### src/rtl/multicycle_controller.sv
// Multicycle control FSM: sequences fetch/decode/execute/memory/writeback
// and traps on illegal opcodes or memory handshake timeouts.
module multicycle_controller #(
    parameter int OPCODE_WIDTH    = 7,
    parameter int ALU_SRC_B_WIDTH = 2,
    parameter int TIMEOUT         = 15
) (
    input  logic                       clk,
    input  logic                       rst,
    input  logic [OPCODE_WIDTH-1:0]    opCode,
    input  logic                       branchTaken,
    input  logic                       memReady,
    output logic                       PCWrite,
    output logic                       IRWrite,
    output logic                       ALUSrcA,
    output logic [ALU_SRC_B_WIDTH-1:0] ALUSrcB,
    output logic                       regFileWrite,
    output logic                       memReq,
    output logic                       memWrite,
    output logic                       memToReg,
    output logic                       trap
);

    typedef enum logic [2:0] {
        S_FETCH, S_DECODE, S_EXECUTE, S_MEMORY, S_WRITEBACK, S_TRAP
    } state_t;

    typedef enum logic [2:0] {
        C_ILL, C_OP, C_IMM, C_LOAD, C_STORE, C_BR, C_JAL, C_LUI
    } class_t;

    localparam logic [OPCODE_WIDTH-1:0] OPC_OP    = OPCODE_WIDTH'(7'b0110011);
    localparam logic [OPCODE_WIDTH-1:0] OPC_IMM   = OPCODE_WIDTH'(7'b0010011);
    localparam logic [OPCODE_WIDTH-1:0] OPC_LOAD  = OPCODE_WIDTH'(7'b0000011);
    localparam logic [OPCODE_WIDTH-1:0] OPC_STORE = OPCODE_WIDTH'(7'b0100011);
    localparam logic [OPCODE_WIDTH-1:0] OPC_BR    = OPCODE_WIDTH'(7'b1100011);
    localparam logic [OPCODE_WIDTH-1:0] OPC_JAL   = OPCODE_WIDTH'(7'b1101111);
    localparam logic [OPCODE_WIDTH-1:0] OPC_LUI   = OPCODE_WIDTH'(7'b0110111);

    localparam logic [ALU_SRC_B_WIDTH-1:0] SRCB_REG = '0;
    localparam logic [ALU_SRC_B_WIDTH-1:0] SRCB_4   = ALU_SRC_B_WIDTH'(1);
    localparam logic [ALU_SRC_B_WIDTH-1:0] SRCB_IMM = ALU_SRC_B_WIDTH'(2);

    state_t     r_state;
    state_t     w_next;
    class_t     r_class;
    class_t     w_class;
    logic [7:0] r_cnt;
    logic [7:0] w_cnt_next;
    logic [7:0] w_cnt_inc;
    logic       w_ready;
    logic       w_timeout;

    // memReady is masked during reset so outputs show a waiting FETCH
    assign w_ready   = memReady & ~rst;
    assign w_cnt_inc = r_cnt + 8'd1;
    assign w_timeout = (w_cnt_inc == 8'(TIMEOUT));

    // Opcode class decode
    always_comb begin
        w_class = C_ILL;
        case (opCode)
            OPC_OP:    w_class = C_OP;
            OPC_IMM:   w_class = C_IMM;
            OPC_LOAD:  w_class = C_LOAD;
            OPC_STORE: w_class = C_STORE;
            OPC_BR:    w_class = C_BR;
            OPC_JAL:   w_class = C_JAL;
            OPC_LUI:   w_class = C_LUI;
            default:   w_class = C_ILL;
        endcase
    end

    // State, wait counter and latched class registers
    always_ff @(posedge clk or posedge rst) begin
        if (rst) begin
            r_state <= S_FETCH;
            r_cnt   <= 8'd0;
            r_class <= C_ILL;
        end else begin
            r_state <= w_next;
            r_cnt   <= w_cnt_next;
            if (r_state == S_DECODE)
                r_class <= w_class;
        end
    end

    // Next-state, counter and control output logic
    always_comb begin
        w_next       = r_state;
        w_cnt_next   = 8'd0;
        PCWrite      = 1'b0;
        IRWrite      = 1'b0;
        ALUSrcA      = 1'b0;
        ALUSrcB      = SRCB_REG;
        regFileWrite = 1'b0;
        memReq       = 1'b0;
        memWrite     = 1'b0;
        memToReg     = 1'b0;
        trap         = 1'b0;
        case (r_state)
            S_FETCH: begin
                memReq  = 1'b1;
                ALUSrcB = SRCB_4;
                if (w_ready) begin
                    IRWrite = 1'b1;
                    PCWrite = 1'b1;
                    w_next  = S_DECODE;
                end else if (w_timeout) begin
                    w_next = S_TRAP;
                end else begin
                    w_cnt_next = w_cnt_inc;
                end
            end
            S_DECODE: begin
                ALUSrcB = SRCB_IMM;
                w_next  = (w_class == C_ILL) ? S_TRAP : S_EXECUTE;
            end
            S_EXECUTE: begin
                case (r_class)
                    C_OP: begin
                        ALUSrcA = 1'b1;
                        w_next  = S_WRITEBACK;
                    end
                    C_IMM: begin
                        ALUSrcA = 1'b1;
                        ALUSrcB = SRCB_IMM;
                        w_next  = S_WRITEBACK;
                    end
                    C_LOAD, C_STORE: begin
                        ALUSrcA = 1'b1;
                        ALUSrcB = SRCB_IMM;
                        w_next  = S_MEMORY;
                    end
                    C_LUI: begin
                        ALUSrcB = SRCB_IMM;
                        w_next  = S_WRITEBACK;
                    end
                    C_BR: begin
                        ALUSrcA = 1'b1;
                        PCWrite = branchTaken;
                        w_next  = S_FETCH;
                    end
                    C_JAL: begin
                        PCWrite = 1'b1;
                        w_next  = S_WRITEBACK;
                    end
                    default: w_next = S_TRAP;
                endcase
            end
            S_MEMORY: begin
                memReq   = 1'b1;
                memWrite = (r_class == C_STORE);
                if (w_ready) begin
                    w_next = (r_class == C_STORE) ? S_FETCH : S_WRITEBACK;
                end else if (w_timeout) begin
                    w_next = S_TRAP;
                end else begin
                    w_cnt_next = w_cnt_inc;
                end
            end
            S_WRITEBACK: begin
                regFileWrite = 1'b1;
                memToReg     = (r_class == C_LOAD);
                w_next       = S_FETCH;
            end
            S_TRAP: begin
                trap = 1'b1;
            end
            default: w_next = S_TRAP;
        endcase
    end

endmodule

### config.mk
export PLATFORM = sky130hd
export DESIGN_NAME = multicycle_controller
export DESIGN_NICKNAME = d
export VERILOG_FILES = /design/src/rtl/multicycle_controller.sv
export SDC_FILE = /design/constraint.sdc
export NUM_CORES = 1
export LEC_CHECK = 0
export BUFFER_PORTS_ARGS = -buffer_cell sky130_fd_sc_hd__clkbuf_2
export CAP_MARGIN = 30
export CORE_MARGIN = 1
export CORE_UTILIZATION = 36
export CTS_CLUSTER_DIAMETER = 40
export DETAILED_ROUTE_END_ITERATION = 12
export PLACE_DENSITY = 0.59
export SKIP_CTS_REPAIR_TIMING = 1
export SYNTH_ARGS = -nofsm -noshare
export SYNTH_HDL_FRONTEND = slang
export SYNTH_SLANG_ARGS = --single-unit
### constraint.sdc
create_clock -name clk -period 2 [get_ports clk]
set_clock_uncertainty 0.05 [all_clocks]
set_input_delay 0.1 -clock clk [delete_from_list [all_inputs] [get_ports clk]]
set_output_delay 0.1 -clock clk [all_outputs]
set_load 0.02 [all_outputs]
## Yosys cells after proc, flatten, opt, wreduce, memory -nomap -nowiden

Cells that the tools add are included.

- Memories kept: 0
- Bits in writable memories: 0
- Output and inout bits: 10
- Flip-flop bits (word level): 14
- Logic and storage cells: 57
- Latch bits: 0
- ROM bits: 0
- Input bits: 11

- Reduce and logical (&&, ||, !) cells: 7
- $add $sub $neg: 1
- Div/mod/pow operators: 0
- $lt $le $gt $ge: 0
- Multiplexer cells: 24
- Equality and inequality tests: 20
- Bitwise logic cells: 2
- Multiply operators: 0
- Shift-type cells: 0

Operator list:

| kind | number |
|---|---|
| $mux 8 | 3 |
| $eq 7x6->1 const B | 3 |
| $pmux 3 s7 | 1 |
| $eq 3x3->1 const B | 6 |
| $pmux 3 s6 | 1 |
| $mux 3 | 5 |
| $eq 7x7->1 const B | 2 |
| $eq 3x2->1 const B | 4 |
| $mux 1 | 9 |
| $pmux 3 s3 | 1 |
| $add 8x1->8 const B | 1 |
| $eq 8x4->1 const B | 1 |
| $reduce_or 4->1 | 2 |
| $eq 7x2->1 const B | 1 |
| $eq 7x5->1 const B | 1 |
| $eq 3x1->1 const B | 2 |
| $logic_not 3->1 | 2 |
| $pmux 2 s3 | 1 |
| $reduce_or 5->1 | 1 |
| $pmux 1 s2 | 2 |
| $reduce_or 2->1 | 2 |
| $mux 2 | 1 |
| $and 1x1->1 | 1 |
| $not 1->1 | 1 |

## Longest topological paths before layout

- Depth in word-level cells: 5
- Gate-level depth with buffers: 6
- Gate-level depth less buffers: 6

## Worst setup path after synthesis

Ideal clock, no wire load.

- Path kind: register to output
- From: reg r_state[0]
- To: out ALUSrcA
- Data required time: 1850 ps
- Data arrival time: 1799 ps
- Buffers on the path: 0
- Cell stages (with the launch flop): 3
- Setup slack: 51 ps
- Cells stage by stage: dfrtp_1 or2b_1 a2111oi_0

- Longest elaborated chain between the ends: 2

Ends and longest elaborated chain:

| item | line | source |
|---|---|---|
| start, declared | 44 | `state_t r_state;` |
| start signal, assigned | 81 | `r_state <= w_next;` |
| $eq 3x2->1 | 101 | `case (r_state)` |
| $mux 1 | 101 |  |
| end, declared | 15 | `output logic ALUSrcA,` |

Every way passes these cells.

## Final worst setup path

- From: reg r_cnt[0]
- To: reg r_state[2]

- Longest elaborated chain between the ends: 5
- Elaborated cells between the ends (all ways): 6
- Classes of those cells: add/sub (1); eq/ne (1); mux (4)

Ends and longest elaborated chain:

| item | line | source |
|---|---|---|
| start, declared | 48 | `logic [7:0] r_cnt;` |
| start signal, assigned | 82 | `r_cnt <= w_cnt_next;` |
| $add 8x1->8 * | 56 | `assign w_cnt_inc = r_cnt + 8'd1;` |
| $eq 8x4->1 * | 57 | `assign w_timeout = (w_cnt_inc == 8'(TIMEOUT));` |
| $mux 3 * | - |  |
| $mux 3 (on tied branches) | - |  |
| $pmux 3 s6 * | - |  |

Every way passes the cells marked *; elsewhere a longest branch is shown, timed or not.
A chain may end at the register's enable or synchronous reset.

==> summary.txt <==
Die
  • Initial core utilization: 39.8%
  • Die width: ~55 um
  • Total die area: roughly 3000 um^2
  • Core region area: between 2000 and 3000 um^2
  • Number of top-level pins: 21
  • Row cnt: 18
  • Die Span Y: around 55 um

Synth
  • Syn Nets: between 100 and 150
  • Area fraction in compound gates after synthesis: 22.9%
  • Synthesized instance count: between 100 and 150
  • Share of cell area taken by muxes after synthesis: 0%
  • Mapped Area: 1020 um^2
  • Most used DFF post-synth: dfrtp_1
  • Post-synth ARST share: 100%
  • Adder-Cell Fraction of Synth Area: roughly 2.5%
  • EDFF count, synth: 0
  • Warning count from the yosys run: 0
  • Xor/xnor cell area share of the yosys netlist: 5.88%
  • Netlist cell types: 42
  • Simple-Gate Fraction of Synth Area: between 30% and 40%
  • Syn avg cell area: roughly 8.0 um^2
  • Largest family of logic cells by synthesized area: simple AND/OR/NAND/NOR gates
  • Post-synthesis sequential element count: 14
  • Part of the Yosys area used for sequential elements: around a third

Finish
  • Total area of sequential cells: roughly 350 um^2
  • Nets: 165
  • Share of cells above drive strength 1: about a fifth
  • Cell Count, Final, Fillers Out: around 180
  • Fill cell instance count of the final layout: between 200 and 300
  • Area delta synth->final: 17.9%
  • Area of combinational cells with multiple inputs: around 630 um^2
  • Antenna diode instance count: 0
  • Final core utilization: a little under half

Hold path
  • Class of the worst hold path: primary input to register
  • Number of stages on the worst hold path: 2
  • Hold wc startpoint: opCode[3]
  • Worst min-delay path endpoint: r_class[0]

Power and ir drop
  • Share of total power in sequential cells: roughly half
  • Total power per unit cell area: about 570 nW/um^2
  • Switching portion of total power: between 30% and 40%
  • Comb pwr share: a little under a fifth
  • Internal power summed over all cells: around 0.00047 W
  • VDD IR-drop max: between 0.4 and 0.5 mV
  • Proportion of power drawn by the clock network: 29.8%
  • Switching power total: 0.000213 W
  • Static Leakage: 0.527 nW

Timing
  • Top achievable clock speed: around 0.56 GHz
  • Portion of the clock cycle consumed by the worst path in the final layout: about nine tenths
  • Setup TNS: 0 ns
  • Transition time at the pin with the least slew margin: 0.447 ns
  • Worst-case headroom to the max-slew limit: ~69%
  • Setup repair after global routing missed its margin: false
  • Final number of max-transition violations: 0
  • Min cycle time layout: around 1.8 ns
  • Final setup violation count: 0
  • Final-report hold violation count: 0

Detailed routing
  • Drt first-iter violations: 25
  • DR vias/cell: approximately 5.4
  • Routed via count: 980
  • Routed WL: 2240 um
  • Count of TritonRoute iterations in the first routing pass: 5
  • Post-detailed-route wirelength per cell: between 10 and 15 um
  • Post-detailed-route DRC marker count: 0
  • Antenna-violating nets left: 0

Clock tree
  • Clock tree from TritonCTS: yes
  • Clock tree root buffer cell: clkbuf_4
  • H-tree Lvls: 1
  • Buffer levels on the longest clock path: 2
  • Source-to-sink clock delay at the later pin of the worst-skew pair: around 0.28 ns
  • Number of clock buffers inserted by TritonCTS: 3
  • Clk sink count: 14
  • Clock transition time at the flip-flop clock pins of the worst setup and hold paths: 0.09 ns

Worst setup path
  • Critical register-to-register path startpoint: r_cnt[0]
  • Number of cell instances on the worst register-to-register path: 6
  • Worst setup path class: register to register
  • Highest fanout seen on the critical path: 8
  • Kind of end point of the critical path: register
  • Cells traversed along the worst timing path: inv_1, ha_1, nor4b_1, o21ai_1, or3_1, o211ai_2
  • Worst Path Required: about 2.2 ns
  • Arrival time at the worst endpoint: around 2.0 ns
  • Endpoint of the most critical register-to-register path: r_state[2]
  • Critical path's slowest cell: dfrtp_1
  • Largest incremental delay on the critical path: ~0.46 ns
  • Sort of element at the start of the critical path: register
  • Worst setup slack for register-to-register paths: 0.21 ns

Placement
  • Placed cell count: about 180
  • Final Wtd Congestion: 0.924
  • HPWL Detailed: ~1700 um
  • Count of buffers from port buffering: 20

Global route
  • Total routing resource utilization after global routing: roughly 17%
  • Final global-route overflow total: 0
  • Number of antenna violations at the first check in global routing: 0
  • Via count of the first global-routing pass: about 950
  • Wire length of the first global-routing pass: between 4000 and 5000 um
  • Largest net degree at the start of global routing: 17

Outcome
  • Outcome: finished clean

Run
  • Max-cap violations: 0
-- cells in the mapped netlist (2+ instances only) --
| master | count | area (um^2) |
|---|---|---|
| o21ai_0 | 9 | 45.0 |
| nand2b_1 | 3 | 18.8 |
| a2111oi_0 | 2 | 17.5 |
| and2_1 | 3 | 18.8 |
| nor3_1 | 5 | 25.0 |
| dfrtp_1 | 14 | 350 |
| ha_1 | 2 | 25.0 |
| and2b_1 | 2 | 15.0 |
| nand3_1 | 6 | 30.0 |
| inv_1 | 9 | 33.8 |
| xnor2_1 | 2 | 17.5 |
| nand2_1 | 8 | 30.0 |
| and3_1 | 3 | 18.8 |
| a21oi_1 | 9 | 45.0 |
| nor2_1 | 20 | 75.1 |
| nor2b_1 | 2 | 12.5 |
| xor2_1 | 3 | 26.3 |
-- layout by cell type (no fill, tap or decap), types with 2 or more instances in the layout --
| cell | synthesis | layout |
|---|---|---|
| nand2b_1 | 3 | 3 |
| xnor2_1 | 2 | 2 |
| clkbuf_2 | 1 | 20 |
| and2_1 | 3 | 3 |
| xor2_1 | 3 | 3 |
| nor3_1 | 5 | 5 |
| inv_1 | 9 | 9 |
| clkbuf_4 | 0 | 3 |
| and2b_1 | 2 | 2 |
| and3_1 | 3 | 3 |
| nor2b_1 | 2 | 2 |
| o21ai_0 | 9 | 9 |
| dfrtp_1 | 14 | 14 |
| nand2_1 | 8 | 8 |
| nor2_1 | 20 | 20 |
| a21oi_1 | 9 | 9 |
| a2111oi_0 | 2 | 2 |
| ha_1 | 2 | 2 |
| nand3_1 | 6 | 6 |
-- how the worst max path moves through the flow --
stage	startpoint	to	slack [ns]	cells after the start
floorplan	r_state[0]	ALUSrcA	0.05	2
global placement	r_cnt[0]	r_state[2]	0.33	6
detailed placement	r_cnt[0]	r_state[2]	0.29	6
CTS	r_state[0]	ALUSrcA	0.19	3
global route	r_state[0]	ALUSrcA	0.08	3
finish	r_cnt[0]	r_state[2]	0.21	6
-- cells by family after synthesis --
logic type	count (synthesis)
flops	14
fa+ha+maj	2
simple gates	60
buf+inv	11
compound gates	34
xor+xnor	6
-- sequential cells by signal (all words and copies together) (netlist names) --
signal / cells
r_cnt: 8
r_state: 3
r_class: 3
-- power by group through the flow --
stage               combinational (W)  sequential [W]  clock [W]
floorplan                   0.0000924        0.000343          0
global placement             0.000123        0.000351          0
detailed placement           0.000129        0.000352          0
CTS                          0.000130        0.000347   0.000211
global route                 0.000154        0.000354   0.000229
finish                       0.000131        0.000348   0.000203
-- per-stage QoR --
step | hold WS (ns) | setup slack, ns | power [W] | cell area [um^2]
finish | 0.0189 | 0.205 | 0.000682 | 1200
global placement | 0.0826 | 0.329 | 0.000474 | 1160
CTS | -0.220 | 0.195 | 0.000688 | 1190
detailed placement | 0.0895 | 0.292 | 0.000481 | 1160
floorplan | -0.0526 | 0.0511 | 0.000435 | 1020
global route | 0.0238 | 0.0830 | 0.000737 | 1200
-- worst max-delay path: cells and delay by family (launching register included) --
kind                       cells  cell delay (ns)
buffers and inverters          1             0.09
adders and majority gates      1             0.15
AOI/OAI and AO/OA              2             0.26
and+or+nand+nor                2             0.71
DFF                            1             0.46
-- cell type report --
type / instances / share of cell area [%]
Inverter: 9 / 2.81
Clock buffer: 4 / 3.01
Sequential cell: 14 / 29.1
Multi-Input combinational cell: 102 / 52.2
Timing Repair Buffer: 22 / 9.77
Tap cell: 30 / 3.12
-- per-layer routing --
layer  wire length (um)  GRT usage (%)  vias to the layer above
met2               1090           26.9                       28
met5                  0              0                        -
li1                   -              -                      500
met4                 46           7.86                        0
met1               1010           21.3                      448
met3                 87           2.81                        4
No activity file was read; power rests on OpenSTA's default activity.
